--- src/rtl/fft_pkg.sv ---
// Shared constants and helpers for the 32-point MDC FFT datapath.
// Holds the Q1.7 W32 cos/sin quarter tables used by the stage twiddle multipliers.
// Also provides the rounding constants and a generic signed saturation helper.
package fft_pkg;

    localparam int TW_W        = 9;
    localparam int TW_FRAC     = 7;
    localparam int ROUND_CONST = 64;

    // One twiddle factor, real and imaginary parts in Q1.7.
    typedef struct packed {
        logic signed [TW_W-1:0] wr;
        logic signed [TW_W-1:0] wi;
    } tw_t;

    // cos(2*pi*j/32) and sin(2*pi*j/32) for j = 0..7, scaled by 128.
    localparam logic signed [TW_W-1:0] TW_COS [8] = '{
        9'sd128, 9'sd125, 9'sd118, 9'sd106, 9'sd90, 9'sd71, 9'sd48, 9'sd24
    };
    localparam logic signed [TW_W-1:0] TW_SIN [8] = '{
        9'sd0, 9'sd24, 9'sd48, 9'sd71, 9'sd90, 9'sd106, 9'sd118, 9'sd125
    };

    // Clamp a wide signed value to the range of a w-bit signed number.
    // The caller truncates the result to w bits.
    function automatic logic signed [63:0] sat(input logic signed [63:0] x,
                                               input int unsigned      w);
        logic signed [63:0] hi;
        logic signed [63:0] lo;
        hi = (64'sd1 <<< (w - 1)) - 64'sd1;
        lo = -(64'sd1 <<< (w - 1));
        if (x > hi)
            sat = hi;
        else if (x < lo)
            sat = lo;
        else
            sat = x;
    endfunction

endpackage

--- src/rtl/twiddle_lut16.sv ---
// W32^k lookup for k = 0..15 (first half of the unit circle, clockwise).
// Latency: purely combinational.
// Backpressure: none, no state.
module twiddle_lut16 import fft_pkg::*; (
    input  logic [3:0] k,
    output tw_t        tw
);

    // Quadrant 0 uses (c, -s); quadrant 1 rotates by -j giving (-s, -c).
    always_comb begin
        tw.wr = '0;
        tw.wi = '0;
        if (!k[3]) begin
            tw.wr = TW_COS[k[2:0]];
            tw.wi = -TW_SIN[k[2:0]];
        end else begin
            tw.wr = -TW_SIN[k[2:0]];
            tw.wi = -TW_COS[k[2:0]];
        end
    end

endmodule

--- src/rtl/twiddle_mult16.sv ---
// Stage twiddle multiplier: counts the index k and multiplies each sample by W32^k.
// Latency: 3 cycles input to output (register, multiply, round/saturate).
// Backpressure: none; accepts one sample on every in_valid cycle.
module twiddle_mult16 import fft_pkg::*; #(
    parameter int DATA_W = 16
) (
    input  logic                     clk,
    input  logic                     rst,
    input  logic                     in_valid,
    input  logic                     in_sync,
    input  logic signed [DATA_W-1:0] in_re,
    input  logic signed [DATA_W-1:0] in_im,
    output logic                     out_valid,
    output logic signed [DATA_W-1:0] out_re,
    output logic signed [DATA_W-1:0] out_im,
    output logic [3:0]               out_k
);

    localparam int PW = DATA_W + TW_W;  // product width
    localparam int SW = PW + 1;         // sum width

    logic [3:0] cnt;
    logic [3:0] eff_k;
    tw_t        tw;

    // A sync overrides the running index so the frame starts at k = 0.
    assign eff_k = in_sync ? 4'd0 : cnt;

    twiddle_lut16 u_lut (
        .k  (eff_k),
        .tw (tw)
    );

    // Index counter: advances past the index just used; a lone sync rewinds it.
    always_ff @(posedge clk or posedge rst) begin
        if (rst)
            cnt <= '0;
        else if (in_valid)
            cnt <= eff_k + 4'd1;
        else if (in_sync)
            cnt <= '0;
    end

    logic                     s1_vld;
    logic [3:0]               s1_k;
    logic signed [DATA_W-1:0] s1_re;
    logic signed [DATA_W-1:0] s1_im;
    logic signed [TW_W-1:0]   s1_wr;
    logic signed [TW_W-1:0]   s1_wi;

    // S1: capture the sample together with its twiddle and index.
    always_ff @(posedge clk or posedge rst) begin
        if (rst) begin
            s1_vld <= 1'b0;
            s1_k   <= '0;
            s1_re  <= '0;
            s1_im  <= '0;
            s1_wr  <= '0;
            s1_wi  <= '0;
        end else begin
            s1_vld <= in_valid;
            if (in_valid) begin
                s1_k  <= eff_k;
                s1_re <= in_re;
                s1_im <= in_im;
                s1_wr <= tw.wr;
                s1_wi <= tw.wi;
            end
        end
    end

    logic                 s2_vld;
    logic [3:0]           s2_k;
    logic signed [PW-1:0] s2_rr;
    logic signed [PW-1:0] s2_ii;
    logic signed [PW-1:0] s2_ri;
    logic signed [PW-1:0] s2_ir;

    // S2: the four partial products of the complex multiply.
    always_ff @(posedge clk or posedge rst) begin
        if (rst) begin
            s2_vld <= 1'b0;
            s2_k   <= '0;
            s2_rr  <= '0;
            s2_ii  <= '0;
            s2_ri  <= '0;
            s2_ir  <= '0;
        end else begin
            s2_vld <= s1_vld;
            if (s1_vld) begin
                s2_k  <= s1_k;
                s2_rr <= PW'(s1_re) * PW'(s1_wr);
                s2_ii <= PW'(s1_im) * PW'(s1_wi);
                s2_ri <= PW'(s1_re) * PW'(s1_wi);
                s2_ir <= PW'(s1_im) * PW'(s1_wr);
            end
        end
    end

    logic signed [SW-1:0] re_sum;
    logic signed [SW-1:0] im_sum;
    logic signed [SW-1:0] re_rnd;
    logic signed [SW-1:0] im_rnd;

    // Combine products, then round half toward +inf back to Q0 scaling.
    always_comb begin
        re_sum = SW'(s2_rr) - SW'(s2_ii);
        im_sum = SW'(s2_ri) + SW'(s2_ir);
        re_rnd = (re_sum + SW'(ROUND_CONST)) >>> TW_FRAC;
        im_rnd = (im_sum + SW'(ROUND_CONST)) >>> TW_FRAC;
    end

    // S3: saturate and register the result; outputs hold between samples.
    always_ff @(posedge clk or posedge rst) begin
        if (rst) begin
            out_valid <= 1'b0;
            out_re    <= '0;
            out_im    <= '0;
            out_k     <= '0;
        end else begin
            out_valid <= s2_vld;
            if (s2_vld) begin
                out_re <= DATA_W'(sat(64'(re_rnd), DATA_W));
                out_im <= DATA_W'(sat(64'(im_rnd), DATA_W));
                out_k  <= s2_k;
            end
        end
    end

endmodule

--- config.mk ---
export PLATFORM = sky130hd
export DESIGN_NAME = twiddle_mult16
export DESIGN_NICKNAME = d
export VERILOG_FILES = /design/src/rtl/fft_pkg.sv /design/src/rtl/twiddle_lut16.sv /design/src/rtl/twiddle_mult16.sv
export SDC_FILE = /design/constraint.sdc
export NUM_CORES = 2
export LEC_CHECK = 0
export BUFFER_PORTS_ARGS = -buffer_cell sky130_fd_sc_hd__buf_2
export CAP_MARGIN = 20
export CORE_MARGIN = 3
export CORE_UTILIZATION = 41
export CTS_BUF_LIST = sky130_fd_sc_hd__clkbuf_8
export DETAILED_ROUTE_END_ITERATION = 16
export GPL_ROUTABILITY_DRIVEN = 0
export PLACE_DENSITY = 0.54
export SLEW_MARGIN = 20
export SYNTH_ARGS = -nofsm -noshare
export SYNTH_HDL_FRONTEND = slang
export SYNTH_SLANG_ARGS = --single-unit
--- constraint.sdc ---
create_clock -name clk -period 7.5 [get_ports clk]
set_input_delay 1.125 -clock clk [delete_from_list [all_inputs] [get_ports clk]]
set_output_delay 1.125 -clock clk [all_outputs]
set_load 0.02 [all_outputs]
==> Word level (Yosys, flattened, before mapping) <==
Memory sizes are Yosys's and may differ from the RTL's.
Index checks and enable logic that the tools add are counted.
{ "word_totals": {"ff_bits": 201, "romBits": 144, "in_bits": 36, "memories": 2} }
{ "op_classes": {"addsub": 7, "multipliers": 4, "n_lt_le_gt_ge": 5, "n_mux": 11, "bitwise": 1} }
{ "memory_table": {"columns": ["memory", "depth", "width", "read_ports", "rd_ports_with_merged_regs", "write_ports", "line", "text"], "rows": [
  ["(no name shown)", 8, 9, 1, 0, 0, "twiddle_lut16.sv:15", "tw.wi = -TW_SIN[k[2:0]];"],
  ["(no name shown)", 8, 9, 1, 0, 0, "twiddle_lut16.sv:18", "tw.wi = -TW_COS[k[2:0]];"]
]} }
{ "op_table": {"columns": ["cell", "n"], "rows": [
  ["16-bit by 9-bit multiplier with 25-bit output", 4],
  ["16-bit two-way mux", 4],
  ["26-bit by 8-bit adder with 26-bit output, second input constant", 2],
  ["19-bit by 16-bit greater-than comparator with 1-bit output, second input constant", 2],
  ["19-bit by 16-bit less-than comparator with 1-bit output, second input constant", 2],
  ["9-bit two-way mux", 4],
  ["25-bit by 25-bit adder with 26-bit output", 1],
  ["25-bit by 25-bit subtractor with 26-bit output", 1],
  ["18-bit two-way mux", 1],
  ["9-bit negation", 2],
  ["4-bit two-way mux", 2],
  ["4-bit by 1-bit adder with 4-bit output, second input constant", 1],
  ["4-bit >= comparator, second input constant", 1],
  ["3-bit NOT with 4-bit output", 1]
]} }

==> Depth between registers and ports, before layout <==
{ "logic_depth": {"depth_word": 7, "depth_mapped": 23} }

==> By module <==
Synthesis repeated with hierarchy kept, for this count alone.
{ "unflattened": {"cells_unflattened": 3046, "area_unflattened_um2": 30023.8} }
{ "by_module_without_submodules": {"columns": ["module", "n_inst", "cells_each", "area_per_inst_um2"], "rows": [
  ["twiddle_mult16", 1, 2929, 29273.1],
  ["twiddle_lut16", 1, 117, 750.7]
]} }

==> Worst setup path before layout <==
No wires, ideal clock.
{ "synth_timing": {"path_type": "register -> register", "from": "reg s1_im[7]", "to": "reg s2_ir[24]", "arrival_time_ps": 5564, "required_time_ps": 7363, "setup_slack_ps": 1799, "path_stages_with_launch": 22, "synth_period_minus_slack_ps": 5701, "cell_sequence": "dfrtp_1 -> clkbuf_1 -> clkbuf_1 -> nand2_1 -> fa_1 -> inv_1 -> fa_1 -> inv_1 -> fa_1 -> inv_1 -> fa_1 -> fa_1 -> ha_1 -> or4_1 -> a21oi_1 -> o31ai_1 -> a211oi_1 -> nor3_1 -> a2111oi_1 -> a21oi_1 -> xnor2_1 -> a21oi_1"} }
{ "synth_between": {"elab_chain_len": 1} }
{ "synth_lines": {"columns": ["item", "line", "text"], "rows": [
  ["start, declared", "twiddle_mult16.sv:47", "logic signed [DATA_W-1:0] s1_im;"],
  ["start signal, assigned", "twiddle_mult16.sv:65", "s1_im <= in_im;"],
  ["16-bit by 9-bit multiplier with 25-bit output", "twiddle_mult16.sv:95", "s2_ir <= PW'(s1_im) * PW'(s1_wr);"],
  ["end signal, assigned", "twiddle_mult16.sv:95", null],
  ["end, declared", "twiddle_mult16.sv:77", "logic signed [PW-1:0] s2_ir;"]
]} }
No other way between the ends.
A chain may end at the register's enable or synchronous reset.

==> Worst setup path after layout <==
{ "layout_timing": {"from": "reg s1_wr[1]", "to": "reg s2_ir[24]"} }
{ "layout_between": {"elab_chain_len": 1} }
{ "layout_lines": {"columns": ["item", "line", "text"], "rows": [
  ["start, declared", "twiddle_mult16.sv:48", "logic signed [TW_W-1:0] s1_wr;"],
  ["start signal, assigned", "twiddle_mult16.sv:66", "s1_wr <= tw.wr;"],
  ["16-bit by 9-bit multiplier with 25-bit output", "twiddle_mult16.sv:95", null]
]} }
No other way between the ends.

==> run metrics <==
status=complete, no violations; arrival time of the worst setup path=6.93 ns; CTS H-tree depth=2; Max Slew Vio Count=0; top-area cell type share of the netlist area=about 32%; synth unique cells=~70; Worst-Skew Late Latency=0.62 ns; register area share after synthesis=17.0%; Crit Reg-Reg Startpoint=s1_wr[1]; area delta synth->final=7.68%; initial drt markers=~1.1k; die extent in x=between 200 and 300 um; Synth Cell Area=between 0.02 and 0.03 sq mm; Slew @ Worst Pin=between 1 and 1.5 ns; largest area contributor in the netlist=fa_1; Initial DRT Pass Iterations=5; Worst path max stage delay=between 0.9 and 1 ns; register area=around 0.0050 sq mm; clk root buf=clkbuf_8; Die Footprint=~0.075 sq mm; Post-Syn Area per Cell=around 9.8 sq um; hold buffers post-CTS=0; CTS tree=done; post-DR wirelength/cell=about 19 um; Worst Hold Launch=out_re[15]; DP Wirelength=59600 um; syn nets=~3.8k; CTS resizes=0; vias in the first global route=about 22k; Port Buffers=just over 70; Worst EP required=roughly 8.0 ns; initial antenna violation count=1; crit path cell chain=nand2_1 > fa_1 > inv_1 > fa_1 > inv_1 > fa_1 > inv_1 > fa_1 > fa_1 > ha_1 > or4_1 > a21oi_1 > o31ai_1 > a211oi_1 > nor3_1 > a2111oi_1 > a21oi_1 > xnor2_1 > a21oi_1; worst r2r path cells=19; synth top area cells=fa_1, dfrtp_1, ha_1; final setup violation count=0; r2r setup slk=1.04 ns; RSZ-0062 raised after global routing=no; CP max-delay cell=dfrtp_1; Site Rows=97; clk_skew=slightly below 0.04 ns; clk slew on worst S/H paths=0.07 ns; IO Count=73; GR Util All Layers=20.7%; Final min period=around 6.5 ns; # fillers=roughly 6.8k; largest net degree at the start of global routing=110; MaxCap Viol Count=0; Crit path top cell by count=fa_1; post-CTS setup buffer count=0; YS warnings=0; worst min-delay path category=reg2reg; nets=between 3k and 4k; Max-slew headroom=approximately 31%; post-synthesis async set-or-reset flop share=100%; Syn Inst Count=~3.0k; crit share post-route=86.1%; wirelength, routed=roughly 75000 um; crit path max fanout=24; clk buf depth=3; area of the multi-input gates=0.0223 sq mm; Post-synth EDFFs=0; CTS Buf Count=42; Synth Register Bits=~200; CTS Sinks=roughly 200; fmax=155 MHz; CORE AREA=approximately 0.071 sq mm; grt ovf=0; Vias/cell=approximately 5.2; setup_tns=0 ns; critical path startpoint category=register; via count=between 20k and 25k; end of the worst register-to-register path=s2_ir[24]; hold path endpoint=out_re[15]; height of the die=around 270 um; DRC viols=0; final hold vios=0; Main synth FF type=dfrtp_1; crit end category=register; Routed Antenna Nets=0; Initial Util=approximately two fifths; Setup Crit Path Kind=reg2reg; layout cells sized above 1=a little over a tenth; Min-Delay Path Depth=1; first-pass GRT wire length=about 120000 um
-- worst max-delay path, delay by kind of cell (launching register included) --
family	cells	cell delay (ns)
flops	1	0.94
buf+inv	3	0.16
fa+ha+maj	6	2.66
simple gates	3	0.75
xor+xnor	1	0.17
compound gates	6	1.66
-- cells by family after synthesis --
family,Yosys count,synth area share [%]
multiplexers,114,4.29
adder cells (fa/ha/maj),787,45.4
AO/OA/AOI/OAI,343,7.77
XOR/XNOR,131,3.91
AND/OR/NAND/NOR,853,14.1
flip-flops,201,17.0
buffers and inverters,592,7.57
-- layout by cell type, fill, tap and decap left out, drive strengths merged, types with 38 or more instances in the layout --
cell type  Yosys  layout
fa           476     476
inv          433     445
nand2        333     333
ha           311     311
and2         262     262
dfrtp        201     201
buf           11     120
nor2         119     119
a21oi        103     103
mux2         101     101
xnor2         93      93
o21ai         71      71
clkbuf       145      53
a21o          45      45
xor2          38      38
-- cells in the mapped netlist (7+ instances only) --
cell type  number
mux2i_1        13
dfrtp_1       201
o21bai_1        7
a31oi_1         7
fa_1          476
ha_1          311
nand3_1        29
a221o_2        14
xnor2_1        93
inv_1         433
xor2_1         37
a221o_1        16
and3_1         14
clkbuf_1      145
a211oi_1       21
nor2b_1        11
or3_1          12
a21o_1         44
nand2_1       333
buf_1           7
o21ai_0        70
mux2_2        101
o21a_1          8
nor2_1        119
nor3_1         23
nand2b_1       26
a21oi_1       101
and2_1        261
-- flip-flops by register name, indices dropped and copies added (netlist names) --
register   flops
cnt            4
out_im        16
out_k          4
out_re        16
out_valid      1
s1_im         16
s1_k           4
s1_re         16
s1_vld         1
s1_wi          9
s1_wr          9
s2_ii         25
s2_ir         25
s2_k           4
s2_ri         25
s2_rr         25
s2_vld         1
-- per-stage QoR --
stage,std cells,hold WS [ns],utilization (%),setup slack (ns),cell area [sq um]
after CTS,4001,0.498,45.0,1.01,31800
final,4002,0.492,45.0,1.04,31800
after floorplan,3021,0.352,-,0.893,29600
after detailed placement,3925,0.485,43.7,1.03,30900
after global routing,4001,0.511,45.0,0.455,31800
after global placement,3925,0.482,43.7,1.05,30900
-- worst max path at each step --
stage,to,slack (ns),depth (start not counted),start
floorplan,cnt[0],0.89,1,rst
global placement,s2_ir[24],1.05,19,s1_wr[1]
detailed placement,s2_ir[24],1.03,19,s1_wr[1]
CTS,s2_ir[24],1.01,19,s1_wr[1]
global route,s2_ir[24],0.45,19,s1_wr[1]
finish,s2_ir[24],1.04,19,s1_wr[1]
-- area by class of cell --
cell class,instances,share of cell area (%)
multi-input combinational,2228,70.1
sequential,201,15.8
inverter,436,5.16
tap,940,3.69
timing repair buffer,120,2.31
clock buffer,53,2.29
clock inverter,23,0.668
antenna,1,0.00786
-- layer usage --
layer / vias up / track usage (%) / part of all wire [%]
li1: 9630 / - / -
met1: 10600 / 27.6 / 44
met2: 405 / 33.8 / 47
met3: 103 / 3.26 / 4.5
met4: 0 / 7.94 / 4.2
met5: - / 0 / 0
Power is not shown: default switching activity piles up to over one toggle a cycle in this logic, so the estimate is an artifact.
